## src/rtl/mlp_pkg.sv

```systemverilog
// Shared types and helpers for the two-layer perceptron training core:
// FSM state encoding, derived-width functions and the weight saturator.
package mlp_pkg;

  typedef enum logic [2:0] {
    IDLE = 3'd0,
    HID  = 3'd1,
    OUT  = 3'd2,
    ERR  = 3'd3,
    UPD  = 3'd4,
    RESP = 3'd5
  } state_t;

  function automatic int calc_h_w(input int w_w, input int n_in);
    return w_w + $clog2(n_in);
  endfunction

  function automatic int calc_y_w(input int h_w, input int w_w, input int n_hid);
    return h_w + w_w + $clog2(n_hid) + 1;
  endfunction

  function automatic int calc_a_w(input int n_in, input int n_hid);
    return $clog2(n_hid * (n_in + 1));
  endfunction

  // Clamp a wide signed value into the range of a w-bit signed number.
  function automatic logic signed [63:0] sat_w(input logic signed [63:0] v, input int w);
    logic signed [63:0] hi;
    logic signed [63:0] lo;
    hi = (64'sd1 <<< (w - 1)) - 64'sd1;
    lo = -(64'sd1 <<< (w - 1));
    if (v > hi) begin
      return hi;
    end else if (v < lo) begin
      return lo;
    end else begin
      return v;
    end
  endfunction

endpackage

```

## src/rtl/mlp_sat_update.sv

```systemverilog
// Delta-rule step for one output weight: w + floor((e*h) / 2^LR_SHIFT),
// saturated back into the signed weight range.
module mlp_sat_update
  import mlp_pkg::*;
#(
  parameter int W_W      = 8,
  parameter int H_W      = 10,
  parameter int E_W      = 21,
  parameter int LR_SHIFT = 4
) (
  input  logic signed [E_W-1:0] e,
  input  logic        [H_W-1:0] h,
  input  logic signed [W_W-1:0] w,
  output logic signed [W_W-1:0] w_new
);

  localparam int P_W = E_W + H_W + 1;

  logic signed [P_W-1:0] prod_s;
  logic signed [P_W-1:0] shr_s;
  logic signed [P_W:0]   sum_s;

  // h is a non-negative activation, so it enters the product zero-extended.
  assign prod_s = P_W'(e) * P_W'($signed({1'b0, h}));
  assign shr_s  = prod_s >>> LR_SHIFT;
  assign sum_s  = (P_W + 1)'(shr_s) + (P_W + 1)'(w);
  assign w_new  = W_W'(sat_w(64'(sum_s), W_W));

endmodule

```

## src/rtl/mlp_train_core.sv

```systemverilog
// Two-layer perceptron with runtime-loaded weights, sequential forward pass
// and on-chip delta-rule training of the output layer.
module mlp_train_core
  import mlp_pkg::*;
#(
  parameter int N_IN     = 4,
  parameter int N_HID    = 2,
  parameter int W_W      = 8,
  parameter int T_W      = 8,
  parameter int LR_SHIFT = 4,
  parameter int TOL      = 2,
  parameter int CONV_N   = 4,
  parameter int CNT_W    = 16,
  localparam int H_W     = calc_h_w(W_W, N_IN),
  localparam int Y_W     = calc_y_w(H_W, W_W, N_HID),
  localparam int A_W     = calc_a_w(N_IN, N_HID)
) (
  input  logic             clk_i,
  input  logic             rst_i,
  input  logic             in_valid_i,
  output logic             in_ready_o,
  input  logic [N_IN-1:0]  x_i,
  input  logic [T_W-1:0]   target_i,
  input  logic             train_i,
  input  logic             w_we_i,
  input  logic [A_W-1:0]   w_addr_i,
  input  logic [W_W-1:0]   w_data_i,
  output logic [Y_W-1:0]   y_o,
  output logic [Y_W:0]     err_o,
  output logic             y_valid_o,
  output logic             busy_o,
  output logic             converged_o,
  output logic [CNT_W-1:0] sample_cnt_o
);

  localparam int KW  = (N_HID > 1) ? $clog2(N_HID) : 1;
  localparam int CW  = $clog2(CONV_N + 1);
  localparam int P_W = H_W + W_W + 1;
  localparam logic signed [Y_W:0] TOL_V = (Y_W + 1)'(TOL);

  state_t state_r;
  state_t state_next_s;

  logic [KW-1:0]         k_r;
  logic [N_IN-1:0]       x_r;
  logic [T_W-1:0]        target_r;
  logic                  train_r;
  logic signed [W_W-1:0] w1_r [N_HID][N_IN];
  logic signed [W_W-1:0] w2_r [N_HID];
  logic [H_W-1:0]        h_r [N_HID];
  logic signed [Y_W-1:0] acc_r;
  logic signed [Y_W-1:0] y_r;
  logic signed [Y_W:0]   err_r;
  logic                  y_valid_r;
  logic                  busy_r;
  logic [CW-1:0]         conv_cnt_r;
  logic [CNT_W-1:0]      sample_cnt_r;

  logic                  take_s;
  logic                  last_k_s;
  logic signed [H_W-1:0] hsum_s;
  logic [H_W-1:0]        h_relu_s;
  logic signed [P_W-1:0] prod_s;
  logic signed [Y_W:0]   err_s;
  logic                  in_tol_s;
  logic signed [W_W-1:0] w2_new_s;

  assign in_ready_o = (state_r == IDLE) & ~rst_i;
  assign take_s     = in_valid_i & in_ready_o;
  assign last_k_s   = (k_r == KW'(N_HID - 1));

  // Pre-activation sum of hidden unit k over the active features.
  always_comb begin
    hsum_s = '0;
    for (int i = 0; i < N_IN; i++) begin
      if (x_r[i]) begin
        hsum_s = hsum_s + H_W'(w1_r[k_r][i]);
      end else begin
        hsum_s = hsum_s;
      end
    end
  end

  assign h_relu_s = hsum_s[H_W-1] ? {H_W{1'b0}} : $unsigned(hsum_s);
  assign prod_s   = P_W'($signed({1'b0, h_r[k_r]})) * P_W'(w2_r[k_r]);
  assign err_s    = (Y_W + 1)'($signed({1'b0, target_r})) - (Y_W + 1)'(acc_r);
  assign in_tol_s = (err_r <= TOL_V) && (err_r >= -TOL_V);

  mlp_sat_update #(
    .W_W      (W_W),
    .H_W      (H_W),
    .E_W      (Y_W + 1),
    .LR_SHIFT (LR_SHIFT)
  ) u_sat (
    .e     (err_r),
    .h     (h_r[k_r]),
    .w     (w2_r[k_r]),
    .w_new (w2_new_s)
  );

  // State register.
  always_ff @(posedge clk_i) begin
    if (rst_i) begin
      state_r <= IDLE;
    end else begin
      state_r <= state_next_s;
    end
  end

  // Next-state logic; each multi-cycle phase walks k over all hidden units.
  always_comb begin
    state_next_s = state_r;
    case (state_r)
      IDLE:    if (take_s) state_next_s = HID; else state_next_s = IDLE;
      HID:     if (last_k_s) state_next_s = OUT; else state_next_s = HID;
      OUT:     if (last_k_s) state_next_s = ERR; else state_next_s = OUT;
      ERR:     if (train_r) state_next_s = UPD; else state_next_s = RESP;
      UPD:     if (last_k_s) state_next_s = RESP; else state_next_s = UPD;
      RESP:    state_next_s = IDLE;
      default: state_next_s = IDLE;
    endcase
  end

  // Datapath: weight file, sample capture, forward pass, update and statistics.
  always_ff @(posedge clk_i) begin
    if (rst_i) begin
      k_r          <= '0;
      x_r          <= '0;
      target_r     <= '0;
      train_r      <= 1'b0;
      acc_r        <= '0;
      y_r          <= '0;
      err_r        <= '0;
      y_valid_r    <= 1'b0;
      busy_r       <= 1'b0;
      conv_cnt_r   <= '0;
      sample_cnt_r <= '0;
      for (int j = 0; j < N_HID; j++) begin
        w2_r[j] <= '0;
        h_r[j]  <= '0;
        for (int i = 0; i < N_IN; i++) begin
          w1_r[j][i] <= '0;
        end
      end
    end else begin
      y_valid_r <= (state_next_s == RESP);
      busy_r    <= (state_next_s != IDLE);
      case (state_r)
        IDLE: begin
          k_r <= '0;
          // A write in the handshake cycle lands before HID reads the weights.
          if (w_we_i) begin
            for (int j = 0; j < N_HID; j++) begin
              for (int i = 0; i < N_IN; i++) begin
                if (w_addr_i == A_W'(j * N_IN + i)) w1_r[j][i] <= w_data_i;
              end
              if (w_addr_i == A_W'(N_HID * N_IN + j)) w2_r[j] <= w_data_i;
            end
          end
          if (take_s) begin
            x_r      <= x_i;
            target_r <= target_i;
            train_r  <= train_i;
            acc_r    <= '0;
          end
        end
        HID: begin
          h_r[k_r] <= h_relu_s;
          k_r      <= last_k_s ? '0 : k_r + KW'(1);
        end
        OUT: begin
          acc_r <= acc_r + Y_W'(prod_s);
          k_r   <= last_k_s ? '0 : k_r + KW'(1);
        end
        ERR: begin
          y_r   <= acc_r;
          err_r <= err_s;
          k_r   <= '0;
        end
        UPD: begin
          w2_r[k_r] <= w2_new_s;
          k_r       <= last_k_s ? '0 : k_r + KW'(1);
          if (last_k_s) begin
            sample_cnt_r <= sample_cnt_r + CNT_W'(1);
            if (!in_tol_s) begin
              conv_cnt_r <= '0;
            end else if (conv_cnt_r < CW'(CONV_N)) begin
              conv_cnt_r <= conv_cnt_r + CW'(1);
            end
          end
        end
        RESP: begin
          k_r <= '0;
        end
        default: begin
          k_r <= '0;
        end
      endcase
    end
  end

  assign y_o          = y_r;
  assign err_o        = err_r;
  assign y_valid_o    = y_valid_r;
  assign busy_o       = busy_r;
  assign converged_o  = (conv_cnt_r >= CW'(CONV_N));
  assign sample_cnt_o = sample_cnt_r;

endmodule

```

## config.mk

```make
export PLATFORM = sky130hd
export DESIGN_NAME = mlp_train_core
export DESIGN_NICKNAME = d
export VERILOG_FILES = /design/src/rtl/mlp_pkg.sv /design/src/rtl/mlp_sat_update.sv /design/src/rtl/mlp_train_core.sv
export SDC_FILE = /design/constraint.sdc
export NUM_CORES = 1
export LEC_CHECK = 0
export ABC_AREA = 0
export CORE_ASPECT_RATIO = 1.4
export CORE_MARGIN = 3
export CORE_UTILIZATION = 49
export DETAILED_ROUTE_END_ITERATION = 8
export GPL_ROUTABILITY_DRIVEN = 1
export PLACE_DENSITY = 0.66
export SYNTH_ARGS = -nofsm -noshare
export SYNTH_HDL_FRONTEND = slang
export SYNTH_HIERARCHICAL = 1
export SYNTH_SLANG_ARGS = --single-unit
```

## constraint.sdc

```tcl
create_clock -name clk_i -period 18.2 [get_ports clk_i]
set_input_delay 1.82 -clock clk_i [delete_from_list [all_inputs] [get_ports clk_i]]
set_output_delay 1.82 -clock clk_i [all_outputs]
set_load 0.01 [all_outputs]
```

==> impl_metrics.csv, run 1 <==
group,metric,value,unit
run_status,status,"finished clean",
grt,grt_pass1_vias,18700,
power,peakVddDrop,0.0769,mV
layout,regArea,4930,um2
setup_path,slowest_delay,0.85,ns
cts,cts_buffers,17,
detailed_routing,drc,0,
layout,finalInstanceArea,25000,um2
grt,track_usage,24.0,%
timing,worst_slew_pin_slew,1.34,ns
placement,routabilityCongestion,0.895,
grt,antenna_found_initial,0,
layout,layout-drive-gt1-share,4.99,%
logic_synthesis,synthSimpleGateAreaFrac,19.1,%
detailed_routing,drt_iter0_markers,1020,
logic_synthesis,yosys_warnings,6,
setup_path,crit_top_cell,"fa_1",
logic_synthesis,synth_edf_count,98,
cts,cts_tree,"built",
timing,fin_ws,7.72,ns
setup_path,critPathSlowestCell,"dfxtp_2",
logic_synthesis,ys_ff_latch,197,
cts,cts_root_buffer,"clkbuf_16",
placement,placed_area,24300,um2
timing,fmax,95.4,MHz
timing,setup_violations,0,
detailed_routing,ant_nets,0,
detailed_routing,routed_via_density,5.65,
detailed_routing,vias,18300,
layout,num_antenna_cells,0,
placement,port_buffers,89,
timing,finClkSkew,0.0175,ns
setup_path,crit_arrival,10.81,ns
setup_path,end_kind,"flip-flop",
logic_synthesis,ys_types,99,
logic_synthesis,yosysTopAreaCell,"fa_1",
placement,dp.cells,3209,
cts,postCtsSetupRepairBufs,0,
timing,slew_headroom,9.85,%
logic_synthesis,synth_compound_area_share,12.7,%
die,die_x,189,um
cts,cts_sinks,197,
logic_synthesis,synth-adder-area-share,32.1,%
setup_path,startpoint_type,"flip-flop",
grt,globalRouteOverflowTotal,0,
grt,grt_max_degree,62,
flow_run,drv_cap,0,
die,core-area,46200,um2
detailed_routing,first_pass_iters,6,
cts,ctsHoldBuffers,0,
placement,dpl_worst_slack,7.95,ns
logic_synthesis,syn_area,22900,um2
power,p_per_area,60.8,nW/um2
logic_synthesis,synth_xor_area_share,3.32,%
cts,cts_resized,0,
detailed_routing,drt-total-wl,58800,um
cts,ctsLongestPathBuffers,2,
logic_synthesis,synth.avg_cell_area,8.89,um2
hold_path,hold_path.class,"reg -> reg",
logic_synthesis,yosysSeqAreaShare,21.5,%
layout,syn2layout_area_growth,9.00,%
timing,report.final.slew_viol_count,0,
die,rows,93,
setup_path,cp.required,18.53,ns
logic_synthesis,synthFlopType,"dfxtp_1",
cts,htree_levels,4,
timing,hold_viol,0,
die,fp.dieH,262,um
logic_synthesis,synth_top_area_share,21.6,%
logic_synthesis,netlist_instances,2581,
setup_path,cp_max_fo,29,
logic_synthesis,async_reset_ff_share,0,%
placement,hpwlAfterDp,46700,um
power,p_leak,11.3,nW
logic_synthesis,synth_most_common_cell,"inv_1",
die,num_io_pins,90,
timing,period_needed,10.48,ns
detailed_routing,wl_per_cell,18.1,um
cts,clk_pin_slew,0.08,ns
power,power,1.52,mW
timing,grt_setup_unrepaired,"false",
die,die_area,49500,um2
layout,nets,3080,
layout,multi_input_area,16200,um2
timing,finalCritPeriodShare,57.6,%
logic_synthesis,synth_top_family_by_area,"adder cells",
cts,clkLatencyLatePin,0.46,ns
logic_synthesis,synth_mux_area_share,3.31,%
setup_path,path_class,"reg -> reg",
die,initial_utilization,49.6,%
timing,setup_tns,0,ns
logic_synthesis,synth_area_leaders,"fa_1 (22%), edfxtp_1 (13%), ha_1 (10%)",
layout,nFillCells,4181,
grt,grt_pass1_wl,96000,um
layout,final_cells,3241,
logic_synthesis,yosys-top-cells-count,"inv_1 (375), nand2_1 (286), fa_1 (248), ha_1 (192), nor2_1 (152)",
report_power, final:
group / leakage [nW] / switching, mW / internal, mW
combinational: 9.18 / 0.370 / 0.232
clock: 0.313 / 0.209 / 0.205
sequential: 1.82 / 0.0191 / 0.483
total: 11.3 / 0.598 / 0.921
metrics by stage:
step           utilization [%]  hold slack (ns)
2_1_floorplan                -            0.431
3_3_place_gp              52.7            0.443
3_5_place_dp              52.7            0.450
4_1_cts                   54.1            0.461
5_1_grt                   54.1            0.480
6_report                  54.1            0.459
flip-flops by register name (all words and copies together), names as in the netlist, 4 cells and up:
register      count
w1_r             64
err_o            21
acc_r            20
y_o              20
h_r              18
sample_cnt_o     16
w2_r             16
target_r          8
x_r               4
layout make-up:
type                            count  share of cell area [%]
Timing Repair Buffer              107                    4.09
Multi-Input combinational cell   1911                    64.8
Sequential cell                   197                    19.7
Clock buffer                       17                    1.70
Clock inverter                     15                   0.901
Tap cell                          617                    3.09
Inverter                          377                    5.66
placed cells by master (no fill, tap or decap), drive strengths merged, types with 8 or more instances in the layout:
cell type      Yosys  routed
nor2             153     153
nand2b            23      23
and2             142     142
dfxtp             99      99
o21ai             70      70
o31ai             14      14
a21o              25      25
nand2            286     286
a21oi            133     133
o21a              24      24
o21bai            13      13
edfxtp            98      98
a211oi            23      23
o311ai             8       8
clkbuf            74      17
clkdlybuf4s50      0      88
xnor2             57      57
mux2              35      35
o211ai            11      11
nor2b             32      32
fa               248     248
nand3             79      79
nor4              21      21
buf               24      19
a31oi             11      11
or2               11      11
inv              377     386
or3               23      23
nor3              49      49
a22o              22      22
and3              17      17
xor2              29      29
mux2i             35      35
ha               192     192
nand4             23      23
per-layer routing:
layer	wire, um	vias to the layer above	track usage [%]
li1	-	8710	-
met1	24000	8963	29.3
met2	30500	518	44.0
met3	2320	116	2.63
met4	1920	0	8.36
met5	0	-	0
cells by family (layout without fill, tap and decap cells):
logic type,after synthesis,after routing
AO/OA/AOI/OAI,426,426
XOR/XNOR,86,86
adder cells (fa/ha/maj),440,440
buffers and inverters,475,516
flip-flops,197,197
multiplexers,70,70
other,1,3
AND/OR/NAND/NOR,886,886
worst max-delay path, delay by kind of cell, from the launching register on:
kind,cells,cell delay [ns]
compound gates,10,1.96
buf+inv,3,0.74
xor+xnor,1,0.10
mux,1,0.62
flops,1,0.85
fa+ha+maj,7,3.39
simple gates,10,2.67
worst paths after layout:
check	startpoint	to	slack, ns	cells after the start
max	k_r$_SDFF_PP0_	w2_r[1][5]$_DFFE_PP_	7.72	32
min reg2reg	y_o[17]$_SDFFE_PP0N_	y_o[17]$_SDFFE_PP0N_	0.46	2
max reg2reg	k_r$_SDFF_PP0_	w2_r[1][5]$_DFFE_PP_	7.72	32
min	y_o[17]$_SDFFE_PP0N_	y_o[17]$_SDFFE_PP0N_	0.46	2
Power figures use the tool's default switching activity.
==> run 2, diff against run 1 <==
clock period = 10.2 ns   (was 18.2 ns; I/O delays follow)
==> run 2 against run 1 <==
Effect of this change: maximum frequency is 10% higher; via count up 0.79%; combinational power grew 81%; hold slack worse by 0.0055 ns; die area did not move; critical endpoint is now w2_r[0][5]$_DFFE_PP_; largest power group unchanged.
==> impl_metrics.csv, run 2 (synthesis gave the netlist of run 1 again) <==
group,metric,value,unit
run_status,status,"finished clean",
grt,met3_usage,3.07,%
grt,track_usage,24.9,%
layout,largest_reg_flops,64,
layout,layout_commonest_cell,"inv_1",
timing,finalCritPeriodShare,93.0,%
cts,ctsLongestPathBuffers,2,
power,peakVddDrop,0.128,mV
timing,grt_setup_unrepaired,"false",
grt,grt_pass1_wl,98900,um
layout,regMostFlops,"w1_r",
cts,cts_sinks,197,
die,rows,93,
grt,gr-usage-met1,30.2,%
layout,regArea,4930,um2
layout,multi_input_area,16200,um2
detailed_routing,first_pass_iters,5,
grt,antenna_found_initial,0,
layout,syn2layout_area_growth,9.20,%
detailed_routing,ant_nets,0,
layout,nets,3093,
power,p_per_area,107,nW/um2
timing,worst_slew_pin_slew,1.22,ns
cts,htree_levels,4,
detailed_routing,routed_via_density,5.67,
placement,routabilityCongestion,0.951,
cts,cts_buffers,17,
placement,port_buffers,89,
hold_path,hold_path.class,"reg -> reg",
timing,hold_ws,0.454,ns
grt,globalRouteOverflowTotal,0,
layout,nFillCells,4315,
detailed_routing,wl_per_cell,18.6,um
cts,cts_root_buffer,"clkbuf_16",
setup_path,path_class,"reg -> reg",
grt,use_met2,45.8,%
flow_run,drv_cap,0,
layout,layout-drive-gt1-share,5.39,%
die,num_io_pins,90,
timing,slew_headroom,17.6,%
timing,finClkSkew,0.0127,ns
cts,clk_pin_slew,0.07,ns
detailed_routing,drt_iter0_markers,1057,
grt,grt_max_degree,62,
layout,final_cell_mix,"inv_1 (374), nand2_1 (285), fa_1 (248), ha_1 (192), nor2_1 (152)",
setup_path,cp.required,10.53,ns
setup_path,crit_top_cell,"fa_1",
timing,fin_ws,0.711,ns
layout,num_antenna_cells,0,
timing,setup_tns,0,ns
timing,period_needed,9.49,ns
die,core-area,46200,um2
detailed_routing,drt-total-wl,60400,um
timing,hold_viol,0,
layout,finalInstanceArea,25000,um2
grt,grt_pass1_vias,19000,
grt,grt_busiest_layer,"met2",
power,p_leak,11.3,nW
die,fp.dieH,262,um
setup_path,slowest_delay,0.55,ns
timing,fmax,105,MHz
placement,hpwlAfterDp,48500,um
timing,report.final.slew_viol_count,0,
detailed_routing,drc,0,
detailed_routing,vias,18500,
die,die_x,189,um
die,die_area,49500,um2
timing,setup_violations,0,
setup_path,startpoint_type,"flip-flop",
cts,cts_tree,"built",
setup_path,critPathSlowestCell,"nor4_2",
cts,clkLatencyLatePin,0.47,ns
setup_path,end_kind,"flip-flop",
placement,placed_area,24400,um2
die,initial_utilization,49.6,%
placement,dpl_worst_slack,0.819,ns
setup_path,cp_max_fo,18,
setup_path,crit_arrival,9.82,ns
==> run 2: cell types whose count changed in the layout (fill, tap and decap cells not counted) <==
| cell | previous run | this run |
|---|---|---|
| inv_1 | 375 | 374 |
| buf_4 | 19 | 32 |
| clkinv_4 | 0 | 3 |
| clkinv_8 | 5 | 1 |
| clkinvlp_4 | 0 | 2 |
| clkinv_1 | 0 | 2 |
| inv_12 | 4 | 0 |
| inv_6 | 3 | 2 |
| bufinv_16 | 1 | 2 |
| inv_8 | 2 | 3 |
==> run 2: timing repair <==
| item | 4_1_cts | 5_1_grt |
|---|---|---|
| hold endpoints to repair | 0 | 0 |
| hold buffers | 0 | 0 |
| gates resized for setup | 0 | 1 |
| buffers inserted | 0 | 2 |
| endpoints found under the setup margin | 0 | 2 |
==> run 2: path summary, 6_finish.rpt <==
kind	startpoint	to	slack (ns)	cells past startpoint
max reg2reg	k_r$_SDFF_PP0_	w2_r[0][5]$_DFFE_PP_	0.71	32
min	y_o[11]$_SDFFE_PP0N_	y_o[11]$_SDFFE_PP0N_	0.45	2
max	k_r$_SDFF_PP0_	w2_r[0][5]$_DFFE_PP_	0.71	32
min reg2reg	y_o[11]$_SDFFE_PP0N_	y_o[11]$_SDFFE_PP0N_	0.45	2
==> run 2: power breakdown <==
| part | switching, mW | total, mW | leakage, nW | internal, mW |
|---|---|---|---|---|
| Sequential | 0.0302 | 0.893 | 1.82 | 0.863 |
| Combinational | 0.669 | 1.09 | 9.24 | 0.422 |
| Clock | 0.328 | 0.696 | 0.288 | 0.367 |
| Total | 1.03 | 2.68 | 11.3 | 1.65 |
==> run 2: metal layers <==
layer  vias up  routed length, um
met3       124               2420
li1       8732                  -
met2       505              31500
met4         0               2080
met5         -                  0
met1      9091              24400
==> run 2: layout make-up <==
cell class,count,share of cell area (%)
Clock buffer,17,1.70
Inverter,377,5.67
Sequential cell,197,19.7
Clock inverter,14,0.674
Timing Repair Buffer,120,4.48
Multi-Input combinational cell,1911,64.7
Tap cell,617,3.08
==> run 2: critical path: cells and delay by family, from the launching register on <==
family / cells / cell delay (ns)
AOI/OAI and AO/OA: 10 / 2.08
xor gates and xnor gates: 2 / 0.26
adders and majority gates: 7 / 3.26
buffers and inverters: 3 / 0.61
DFF: 1 / 0.49
muxes: 1 / 0.49
and+or+nand+nor: 9 / 2.16
==> run 2: metrics by stage <==
stage / utilization (%) / total power, mW / instances
after floorplan: - / 1.70 / 2583
after global placement: 52.9 / 1.98 / 3220
after detailed placement: 52.9 / 1.99 / 3220
after CTS: 54.2 / 2.69 / 3251
after global routing: 54.2 / 2.87 / 3253
final: 54.2 / 2.68 / 3253
